--- src/rtl/secure_ballot_unit.sv ---
// secure_ballot_unit: admin-gated poll engine with one-hot vote intake, per-voter
// duplicate blocking, saturating-safe per-candidate counters and a post-close
// sequential tally scan that yields the winner and a tie flag.
//
// Ports: clk, reset (async, active-high); admin_en/admin_pw, open_cmd, close_cmd
// drive the poll lifecycle; vote_valid/vote_ready handshake with voter_id and
// vote_sel, answered one cycle later by vote_ack or vote_rej+rej_code; rd_idx and
// rd_count give combinational count readout; total_votes, poll_open, result_valid,
// winner, tie and locked_out report status.
//
// Optional: define SECURE_BALLOT_LOCKOUT_EN to lock admin access for
// LOCKOUT_CYCLES cycles after MAX_FAIL consecutive wrong passwords.
module secure_ballot_unit #(
    parameter int              NUM_CAND       = 4,
    parameter int              VOTER_ID_W     = 4,
    parameter int              COUNT_W        = 8,
    parameter int              PW_W           = 4,
    parameter logic [PW_W-1:0] PASSWORD       = 4'b1010,
    parameter int              MAX_FAIL       = 3,
    parameter int              LOCKOUT_CYCLES = 256,
    localparam int             CIDX_W         = (NUM_CAND > 1) ? $clog2(NUM_CAND) : 1
) (
    input  logic                  clk,
    input  logic                  reset,
    input  logic                  admin_en,
    input  logic [PW_W-1:0]       admin_pw,
    input  logic                  open_cmd,
    input  logic                  close_cmd,
    input  logic                  vote_valid,
    output logic                  vote_ready,
    input  logic [VOTER_ID_W-1:0] voter_id,
    input  logic [NUM_CAND-1:0]   vote_sel,
    output logic                  vote_ack,
    output logic                  vote_rej,
    output logic [1:0]            rej_code,
    input  logic [CIDX_W-1:0]     rd_idx,
    output logic [COUNT_W-1:0]    rd_count,
    output logic [VOTER_ID_W:0]   total_votes,
    output logic                  poll_open,
    output logic                  result_valid,
    output logic [CIDX_W-1:0]     winner,
    output logic                  tie,
    output logic                  locked_out
);

    localparam int NUM_VOTERS = 1 << VOTER_ID_W;

    localparam logic [1:0] REJ_DUP = 2'b01;
    localparam logic [1:0] REJ_SEL = 2'b10;
    localparam logic [1:0] REJ_SAT = 2'b11;

    typedef enum logic [2:0] {
        ST_LOCKED = 3'd0,
        ST_ARMED  = 3'd1,
        ST_OPEN   = 3'd2,
        ST_SCAN   = 3'd3,
        ST_RESULT = 3'd4
    } state_t;

    state_t                  state_q, state_d;
    logic [COUNT_W-1:0]      cnt_q [NUM_CAND];
    logic [COUNT_W-1:0]      cnt_d [NUM_CAND];
    logic [VOTER_ID_W:0]     total_q, total_d;
    logic [NUM_VOTERS-1:0]   map_q, map_d;
    logic                    ack_q, ack_d;
    logic                    rej_q, rej_d;
    logic [1:0]              code_q, code_d;
    logic                    close_pend_q, close_pend_d;
    logic [CIDX_W-1:0]       scan_idx_q, scan_idx_d;
    logic [CIDX_W-1:0]       best_q, best_d;
    logic [COUNT_W-1:0]      best_cnt_q, best_cnt_d;
    logic                    tie_q, tie_d;

    logic                    lock_active;
    logic                    resp_pend;
    logic                    hs;
    logic [CIDX_W-1:0]       sel_idx;
    logic                    sel_onehot;

    //------------------------------------------------------------------
    // Admin lockout
    //------------------------------------------------------------------
`ifdef SECURE_BALLOT_LOCKOUT_EN
    localparam int FAIL_W = (MAX_FAIL > 1) ? $clog2(MAX_FAIL + 1) : 1;
    localparam int TMR_W  = $clog2(LOCKOUT_CYCLES + 1);

    logic [FAIL_W-1:0] fail_q, fail_d;
    logic [TMR_W-1:0]  timer_q, timer_d;

    assign lock_active = (timer_q != '0);

    always_comb begin
        fail_d  = fail_q;
        timer_d = timer_q;
        if (lock_active) begin
            timer_d = timer_q - TMR_W'(1);
        end else if (state_q == ST_LOCKED && admin_en) begin
            if (admin_pw == PASSWORD) begin
                fail_d = '0;
            end else if (fail_q == FAIL_W'(MAX_FAIL - 1)) begin
                // The failure that reaches the limit starts the lockout and
                // rearms the counter for the next round.
                fail_d  = '0;
                timer_d = TMR_W'(LOCKOUT_CYCLES);
            end else begin
                fail_d = fail_q + FAIL_W'(1);
            end
        end
    end

    always_ff @(posedge clk or posedge reset) begin
        if (reset) begin
            fail_q  <= '0;
            timer_q <= '0;
        end else begin
            fail_q  <= fail_d;
            timer_q <= timer_d;
        end
    end
`else
    assign lock_active = 1'b0;
`endif

    assign locked_out = lock_active;

    //------------------------------------------------------------------
    // Vote decode
    //------------------------------------------------------------------
    // A response is outstanding during the cycle after every handshake.
    assign resp_pend  = ack_q | rej_q;
    assign vote_ready = (state_q == ST_OPEN) && !resp_pend;
    assign hs         = vote_valid && vote_ready;
    assign sel_onehot = $onehot(vote_sel);

    always_comb begin
        sel_idx = '0;
        for (int i = 0; i < NUM_CAND; i++) begin
            if (vote_sel[i]) sel_idx = CIDX_W'(i);
        end
    end

    //------------------------------------------------------------------
    // FSM next state and datapath updates
    //------------------------------------------------------------------
    always_comb begin
        state_d      = state_q;
        cnt_d        = cnt_q;
        total_d      = total_q;
        map_d        = map_q;
        ack_d        = 1'b0;
        rej_d        = 1'b0;
        code_d       = 2'b00;
        close_pend_d = close_pend_q;
        scan_idx_d   = scan_idx_q;
        best_d       = best_q;
        best_cnt_d   = best_cnt_q;
        tie_d        = tie_q;

        case (state_q)
            ST_LOCKED: begin
                if (admin_en && !lock_active && admin_pw == PASSWORD) begin
                    state_d = ST_ARMED;
                end
            end

            ST_ARMED: begin
                if (open_cmd) state_d = ST_OPEN;
            end

            ST_OPEN: begin
                if (hs) begin
                    if (!sel_onehot) begin
                        rej_d  = 1'b1;
                        code_d = REJ_SEL;
                    end else if (map_q[voter_id]) begin
                        rej_d  = 1'b1;
                        code_d = REJ_DUP;
                    end else if (cnt_q[sel_idx] == '1) begin
                        rej_d  = 1'b1;
                        code_d = REJ_SAT;
                    end else begin
                        ack_d           = 1'b1;
                        cnt_d[sel_idx]  = cnt_q[sel_idx] + COUNT_W'(1);
                        total_d         = total_q + (VOTER_ID_W + 1)'(1);
                        map_d[voter_id] = 1'b1;
                    end
                    // Close with a vote: let the response go out first.
                    if (close_cmd) close_pend_d = 1'b1;
                end else if (close_cmd || close_pend_q) begin
                    state_d      = ST_SCAN;
                    close_pend_d = 1'b0;
                    scan_idx_d   = '0;
                    best_d       = '0;
                    best_cnt_d   = '0;
                    tie_d        = 1'b0;
                end
            end

            ST_SCAN: begin
                if (scan_idx_q == '0) begin
                    best_d     = '0;
                    best_cnt_d = cnt_q[0];
                    tie_d      = 1'b0;
                end else if (cnt_q[scan_idx_q] > best_cnt_q) begin
                    best_d     = scan_idx_q;
                    best_cnt_d = cnt_q[scan_idx_q];
                    tie_d      = 1'b0;
                end else if (cnt_q[scan_idx_q] == best_cnt_q) begin
                    // Keep the lower index; just flag the tie.
                    tie_d = 1'b1;
                end
                if (scan_idx_q == CIDX_W'(NUM_CAND - 1)) begin
                    state_d = ST_RESULT;
                end else begin
                    scan_idx_d = scan_idx_q + CIDX_W'(1);
                end
            end

            ST_RESULT: begin
                state_d = ST_RESULT;
            end

            default: begin
                state_d = ST_LOCKED;
            end
        endcase
    end

    always_ff @(posedge clk or posedge reset) begin
        if (reset) begin
            state_q      <= ST_LOCKED;
            for (int i = 0; i < NUM_CAND; i++) cnt_q[i] <= '0;
            total_q      <= '0;
            map_q        <= '0;
            ack_q        <= 1'b0;
            rej_q        <= 1'b0;
            code_q       <= 2'b00;
            close_pend_q <= 1'b0;
            scan_idx_q   <= '0;
            best_q       <= '0;
            best_cnt_q   <= '0;
            tie_q        <= 1'b0;
        end else begin
            state_q      <= state_d;
            cnt_q        <= cnt_d;
            total_q      <= total_d;
            map_q        <= map_d;
            ack_q        <= ack_d;
            rej_q        <= rej_d;
            code_q       <= code_d;
            close_pend_q <= close_pend_d;
            scan_idx_q   <= scan_idx_d;
            best_q       <= best_d;
            best_cnt_q   <= best_cnt_d;
            tie_q        <= tie_d;
        end
    end

    //------------------------------------------------------------------
    // Outputs
    //------------------------------------------------------------------
    always_comb begin
        rd_count = '0;
        for (int i = 0; i < NUM_CAND; i++) begin
            if (rd_idx == CIDX_W'(i)) rd_count = cnt_q[i];
        end
    end

    assign vote_ack     = ack_q;
    assign vote_rej     = rej_q;
    assign rej_code     = code_q;
    assign total_votes  = total_q;
    assign poll_open    = (state_q == ST_OPEN);
    assign result_valid = (state_q == ST_RESULT);
    assign winner       = result_valid ? best_q : '1;
    assign tie          = result_valid & tie_q;

endmodule

--- config.mk ---
export PLATFORM = sky130hd
export DESIGN_NAME = secure_ballot_unit
export DESIGN_NICKNAME = d
export VERILOG_FILES = /design/src/rtl/secure_ballot_unit.sv
export SDC_FILE = /design/constraint.sdc
export NUM_CORES = 1
export LEC_CHECK = 0
export CORE_UTILIZATION = 55
export CTS_CLUSTER_SIZE = 30
export DETAILED_ROUTE_END_ITERATION = 7
export HOLD_SLACK_MARGIN = 0.1
export PLACE_DENSITY = 0.75
export SLEW_MARGIN = 20
export SYNTH_ARGS = -nofsm -noshare
export SYNTH_HDL_FRONTEND = slang
export SYNTH_SLANG_ARGS = --single-unit
--- constraint.sdc ---
create_clock -name clk -period 4.15 [get_ports clk]
set_input_delay 0.83 -clock clk [delete_from_list [all_inputs] [get_ports clk]]
set_output_delay 0.83 -clock clk [all_outputs]
set_load 0.005 [all_outputs]
## Word-level counts from Yosys, hierarchy flattened

Cells that the tools add are included.

| operators by class | value |
|---|---|
| $add $sub $neg | 6 |
| multiply operators | 0 |
| div/mod/pow operators | 0 |
| $lt $le $gt $ge | 6 |
| equal/unequal tests | 21 |
| shifts and indexed selects | 0 |
| mux-type cells | 62 |
| bitwise logic cells | 7 |
| reductions and logical operators | 18 |

Operators by type and width:

| operator | number |
|---|---|
| 8-bit two-way mux | 13 |
| 8-bit binary-select mux with 2-bit select | 2 |
| 32-bit bitwise mux | 1 |
| 2-bit two-way mux | 13 |
| 1-bit two-way mux | 20 |
| 8-bit demux with 2-bit select | 1 |
| 16-bit bitwise OR | 1 |
| 8-bit case mux with 2 select lines | 1 |
| 3-bit two-way mux | 5 |
| 3-bit case mux with 5 select lines | 1 |
| 2-bit != test, second input constant | 6 |
| 4-bit AND reduction | 3 |
| 5-bit AND reduction | 2 |
| 8-bit by 1-bit adder with 8-bit output, second input constant | 1 |
| 8-bit equality test | 1 |
| 8-bit equality test, second input constant | 1 |
| 8-bit > comparator | 1 |
| 2-bit case mux with 2 select lines | 2 |
| 2-bit equality test, second input constant | 3 |
| 3-bit by 1-bit equality test with 1-bit output, second input constant | 2 |
| 3-bit by 2-bit equality test with 1-bit output, second input constant | 2 |
| 3-bit >= comparator, second input constant | 2 |
| 2-bit NOT with 3-bit output | 2 |
| 5-bit by 1-bit adder with 5-bit output, second input constant | 1 |
| other kinds (25) | 33 |

| storage, ports and cells | value |
|---|---|
| register bits | 74 |
| bits in latches | 0 |
| RAM bits | 0 |
| memory bits (read-only) | 0 |
| input bits | 20 |
| logic and storage cells | 135 |
| memories | 0 |

## Longest topological paths before layout

Gate-level depths: netlist (run 1).

| depth | value |
|---|---|
| depth in word-level cells | 13 |
| depth in mapped cells | 15 |
| depth with buffers taken out | 12 |

## Worst setup path after synthesis (run 1)

Ideal clock, no wire load.

| timing path | value |
|---|---|
| path type | input -> register |
| from | input vote_sel[3] |
| to | register cnt_q[1] (netlist name) |
| setup time | 0.127 ns |
| data arrival time | 3.461 ns |
| setup slack | 0.562 ns |
| stages | 13 |
| path buffers | 2 |
| cells stage by stage | clkbuf_1 -> clkinv_1 -> fa_1 -> inv_1 -> ha_1 -> ha_1 -> nor3b_1 -> nand4_1 -> nor2_1 -> o41a_2 -> buf_6 -> nand2_2 -> mux2_1 |

| on the way | value |
|---|---|
| longest elaborated chain between the ends | 8 |
| elaborated cells on any way between the ends | 18 |

Ends and longest elaborated chain:

| item | line | source |
|---|---|---|
| from (decl) | 32 | `input logic [NUM_CAND-1:0] vote_sel,` |
| branches (longest 8 deep; another with 8-bit by 1-bit adder with 8-bit output) | n/a |  |
| to (signal assigned) | 245 | `cnt_q <= cnt_d;` |
| to (decl) | 61 | `logic [COUNT_W-1:0] cnt_q [NUM_CAND];` |

Several ways; the timed one is not identified. The select of a mux whose other input is x is not followed.
A chain may end at the register's enable or synchronous reset.

## Worst setup path in the final report (run 1)

| timing path | value |
|---|---|
| from | input vote_sel[3] |
| to | register cnt_q[12] (netlist name) |

The elaborated chain is that of the path after synthesis.

==> results of run 1 <==
routing by layer:
| metal | wire length (µm) | part of all wire, % | GRT usage, % |
|---|---|---|---|
| met1 | 4262 | 45 | 35.58 |
| met2 | 4467 | 47 | 38.80 |
| met3 | 502 | 5.3 | 3.215 |
| met4 | 252 | 2.7 | 9.946 |
| met5 | 0 | 0 | 0 |
cells in the final DEF, fill, tap and decap left out, types with 3 or more instances in the layout:
cell type and count:
sky130_fd_sc_hd__a21o_1 3, sky130_fd_sc_hd__nor2b_1 6, sky130_fd_sc_hd__nor2_1 25, sky130_fd_sc_hd__xnor2_1 8
sky130_fd_sc_hd__and2_1 3, sky130_fd_sc_hd__o21ai_0 8, sky130_fd_sc_hd__xor2_1 4, sky130_fd_sc_hd__nand2_1 43
sky130_fd_sc_hd__mux2_2 12, sky130_fd_sc_hd__buf_4 12, sky130_fd_sc_hd__mux2i_1 17, sky130_fd_sc_hd__ha_1 14
sky130_fd_sc_hd__clkdlybuf4s50_1 42, sky130_fd_sc_hd__o21ai_1 18, sky130_fd_sc_hd__a31o_2 5, sky130_fd_sc_hd__mux4_2 21
sky130_fd_sc_hd__inv_1 26, sky130_fd_sc_hd__nor3_1 4, sky130_fd_sc_hd__clkbuf_8 10, sky130_fd_sc_hd__nand2b_1 4
sky130_fd_sc_hd__nand4_1 6, sky130_fd_sc_hd__dfrtp_1 74, sky130_fd_sc_hd__nand3_1 5, sky130_fd_sc_hd__mux2_1 9
sky130_fd_sc_hd__a21oi_1 10, sky130_fd_sc_hd__nor3b_1 4, sky130_fd_sc_hd__o21bai_1 12, sky130_fd_sc_hd__bufinv_16 3
path summary, 6_finish.rpt:
check                                        endpoint  slack, ns  depth (start not counted)
hold / removal                  map_q[15]$_DFFE_PP0P_       0.47                          1
setup / recovery                cnt_q[12]$_DFFE_PP0P_       0.47                         12
setup reg to reg            best_cnt_q[1]$_DFFE_PP0P_       0.75                          9
min in group asynchronous  total_votes[4]$_DFFE_PP0P_       0.95                          2
max in group asynchronous           tie_q$_DFFE_PP0P_       2.52                          3
hold reg to reg                 map_q[15]$_DFFE_PP0P_       0.47                          1
power groups by stage:
stage | logic, W | clock network [W] | registers, W
4_1_cts | 0.00104 | 0.000693 | 0.00109
3_5_place_dp | 0.00103 | 0 | 0.00110
6_report | 0.00103 | 0.000680 | 0.00109
3_3_place_gp | 0.00101 | 0 | 0.00109
5_1_grt | 0.00113 | 0.000728 | 0.00112
2_1_floorplan | 0.000778 | 0 | 0.00101
kinds of logic (layout without fill, tap and decap cells):
logic type / Yosys count / after routing
other: 1 / 1
multiplexers: 59 / 59
adder cells (fa/ha/maj): 15 / 15
buffers and inverters: 47 / 99
AO/OA/AOI/OAI: 79 / 79
XOR/XNOR: 12 / 12
flip-flops: 74 / 74
AND/OR/NAND/NOR: 108 / 108
area by class of cell:
type                    instances  area (µm²)  share of cell area, %
multi-input cells             274        2216                  43.70
repair buffers                 55       530.5                  10.46
well taps                      99       123.9                  2.443
flip-flops and latches         74        1852                  36.52
clock inverters                 4       98.84                  1.949
clock buffers                  12       145.1                  2.862
inverters                      28       105.1                  2.073
synth_stat cells (5+ instances only):
cell type	number	share of area [%]
sky130_fd_sc_hd__ha_1	14	4.1
sky130_fd_sc_hd__nand4_1	6	0.88
sky130_fd_sc_hd__o21ai_0	8	0.94
sky130_fd_sc_hd__a31o_2	5	1.0
sky130_fd_sc_hd__mux2_1	9	2.4
sky130_fd_sc_hd__nand3_1	5	0.59
sky130_fd_sc_hd__clkbuf_1	7	0.62
sky130_fd_sc_hd__mux2_2	12	3.2
sky130_fd_sc_hd__nand2_1	43	3.8
sky130_fd_sc_hd__o21bai_1	12	2.1
sky130_fd_sc_hd__dfrtp_1	74	43
sky130_fd_sc_hd__mux2i_1	17	4.0
sky130_fd_sc_hd__nor2_1	25	2.2
sky130_fd_sc_hd__nor2b_1	6	0.88
sky130_fd_sc_hd__buf_2	8	0.94
sky130_fd_sc_hd__mux4_2	21	11
sky130_fd_sc_hd__xnor2_1	8	1.6
sky130_fd_sc_hd__a21oi_1	10	1.2
sky130_fd_sc_hd__o21ai_1	18	2.1
sky130_fd_sc_hd__inv_1	27	2.4
metrics by stage:
step | total power [W] | utilization, % | hold slack (ns) | setup WS [ns]
2_1_floorplan | 0.001788 | - | 0.4362 | 0.5617
3_3_place_gp | 0.002095 | 65.50 | 0.4459 | 0.2397
3_5_place_dp | 0.002126 | 65.50 | 0.4520 | 0.1372
4_1_cts | 0.002818 | 68.81 | 0.4692 | 0.4784
5_1_grt | 0.002974 | 68.81 | 0.4819 | 0.2823
6_report | 0.002797 | 68.81 | 0.4675 | 0.4666
sequential cells by signal, indices dropped and copies added, names as in the netlist:
signal        cells
best_cnt_q        8
best_q            2
close_pend_q      1
cnt_q            32
map_q            16
rej_code          2
scan_idx_q        2
state_q           3
tie_q             1
total_votes       5
vote_ack          1
vote_rej          1
==> summary.md, run 1 <==
• 11.84% — Simple-Gate Fraction of Synth Area
• 17.37 µm — post-detailed-route wirelength per cell
• 15.66% — proportion of layout cells with a drive suffix above 1
• 0 — total of endpoints with negative setup slack in the final report
• 90.10 µm — Horiz. Die Dim
• 54 — synth unique cells
• 9.484 mm — sum of routed wire length over all layers
• 10.81 µm² — mean post-synth cell area
• 0 — Post-synth EDFFs
• sky130_fd_sc_hd__clkbuf_8 — clock root buffer master
• 0 — antenna violations before repair
• 8118 µm² — Die Footprint
• 90.10 µm — vertical die dimension
• 0.001858 W — Int Pwr
• finished, final reports clean — result of the run
• 5 — crit path max fanout
• 5.896 — vias per inst
• 4.572% — adder and majority gate portion of the synthesized area
• 3.683 ns — Tmin final
• 2 — maximum buffer depth of the clock tree
• 0.51 ns — delay contributed by the slowest stage of the critical path
• 0.009637 ns — setup clock skew after layout
• 36.7% — share of power burned in combinational logic
• 46.23% — relative slew slack
• 302.8 µV — Max VDD drop
• 44 — I/O pin total
• 0.8053 ns — transition time at the pin with the least slew margin
• 0 ns — setup total negative slack
• 24.89% — GRT Total Usage
• 477 — Final #Nets
• 0 — ant diodes
• 3 — H-tree Lvls
• 39.0% — fraction of power consumed by sequential logic
• 0 — DRT antenna net count
• done — TritonCTS clock tree
• 0 — final hold violations
• 18.79% — post-synthesis to final-layout area growth
• 74 — CTS Sinks
• 15.55 mm — first-pass GRT wire length
• 395 — count of mapped cells out of synthesis
• 33.58% — Sw Ratio
• 24.3% — Clock power frac
• 0 — number of maximum-capacitance constraint violations
• 100.0% — FFs w/ async S/R, synth
• scan_idx_q[0]$_DFFE_PP0P_ — Reg-to-Reg Start
• 7370 µm² — Core Box Area
• 0 — hold-fix buffer count after cts
• 0 — yosys synthesis warning count
• clkdlybuf4s50_1 > clkinv_1 > fa_1 > inv_1 > ha_1 > ha_1 > nor3b_1 > nand4_1 > nor2_1 > o41a_2 > nand3_1 > mux2_1 — worst-path cell chain
• 43.38% — Seq/Total Area, Yosys
• sky130_fd_sc_hd__dfrtp_1 — most common flop cell mapped by yosys
• 2.243 nW — static leakage power
• 57.93% — starting density of the core
• 530 — total instance count after detailed placement
• 0 — Final Max Slew Viols
• 546 — final instance count without filler cells
• 0.0009393 W — switching pwr
• map_q[15]$_DFFE_PP0P_ — HP Start
• 39 — maximum number of pins on one net before global-route repair
• 3,219 — via count
• 0 — total congestion overflow after global routing
• 0 — Post-CTS Setup Inserts
• 31 — num rows
• 9 — clock buffers created by TritonCTS
• flip-flop to flip-flop — HP Class
• input pin — kind of launch point of the worst setup path
• 551.7 nW/µm² — Cell Pwr Density
• 74 — register bit count reported by yosys
• false — setup repair after global routing missed its margin
• 42 — input/output buffers
• 4269 µm² — netlist area before placement
• 2.462% — XOR/XNOR share of the synthesized area
• 0.2715 GHz — max frequency
• sky130_fd_sc_hd__ha_1 — most frequent cell on the critical path
• 7.000 mm — final HPWL from detailed placement
• 430 — nets in the synthesized netlist
• 209 — first-iteration detailed-routing DRC count
• 0.9203 — routability congestion estimate from global placement
• 0 — post-route DRC violation count
• sky130_fd_sc_hd__clkdlybuf4s50_1 — critical path's slowest cell
• 4 — Pre-Repair DR Iteration Count
• 3.91 ns — endpoint arrival time on the critical path
• 4827 µm² — cell area after placement
• multiplexers — combinational family with the most area after synthesis
• flip-flop — Critical Path End Type
• 3 — CP Buf/Inv Count
• 3,071 — vias in the first global route
• 88.76% — fraction of the cycle the final worst path needs
• 0 — number of gates resized after CTS
• adder cells — CP delay by family, top
• 579 — Layout fillers
• 0.07 ns — clock edge transition at the registers on the reported setup and hold paths
• 0.35 ns — Clk Latency, worst-skew pair
• 4.37 ns — Required @ worst endpoint
• 12.34% — complex-gate fraction of the synthesized area
• 5071 µm² — Non-Filler Cell Area, Final
• vote_sel[3] — crit path launch
• 20.60% — multiplexer share of the synthesized area
• input pin to flip-flop — kind of critical path
No activity file was read; power rests on OpenSTA's default activity.
==> run 2: changes to the inputs <==
GPL_ROUTABILITY_DRIVEN = 0   (was default)
==> results of run 2 <==
Final layout, timing and power as in run 1 (identical DEF).
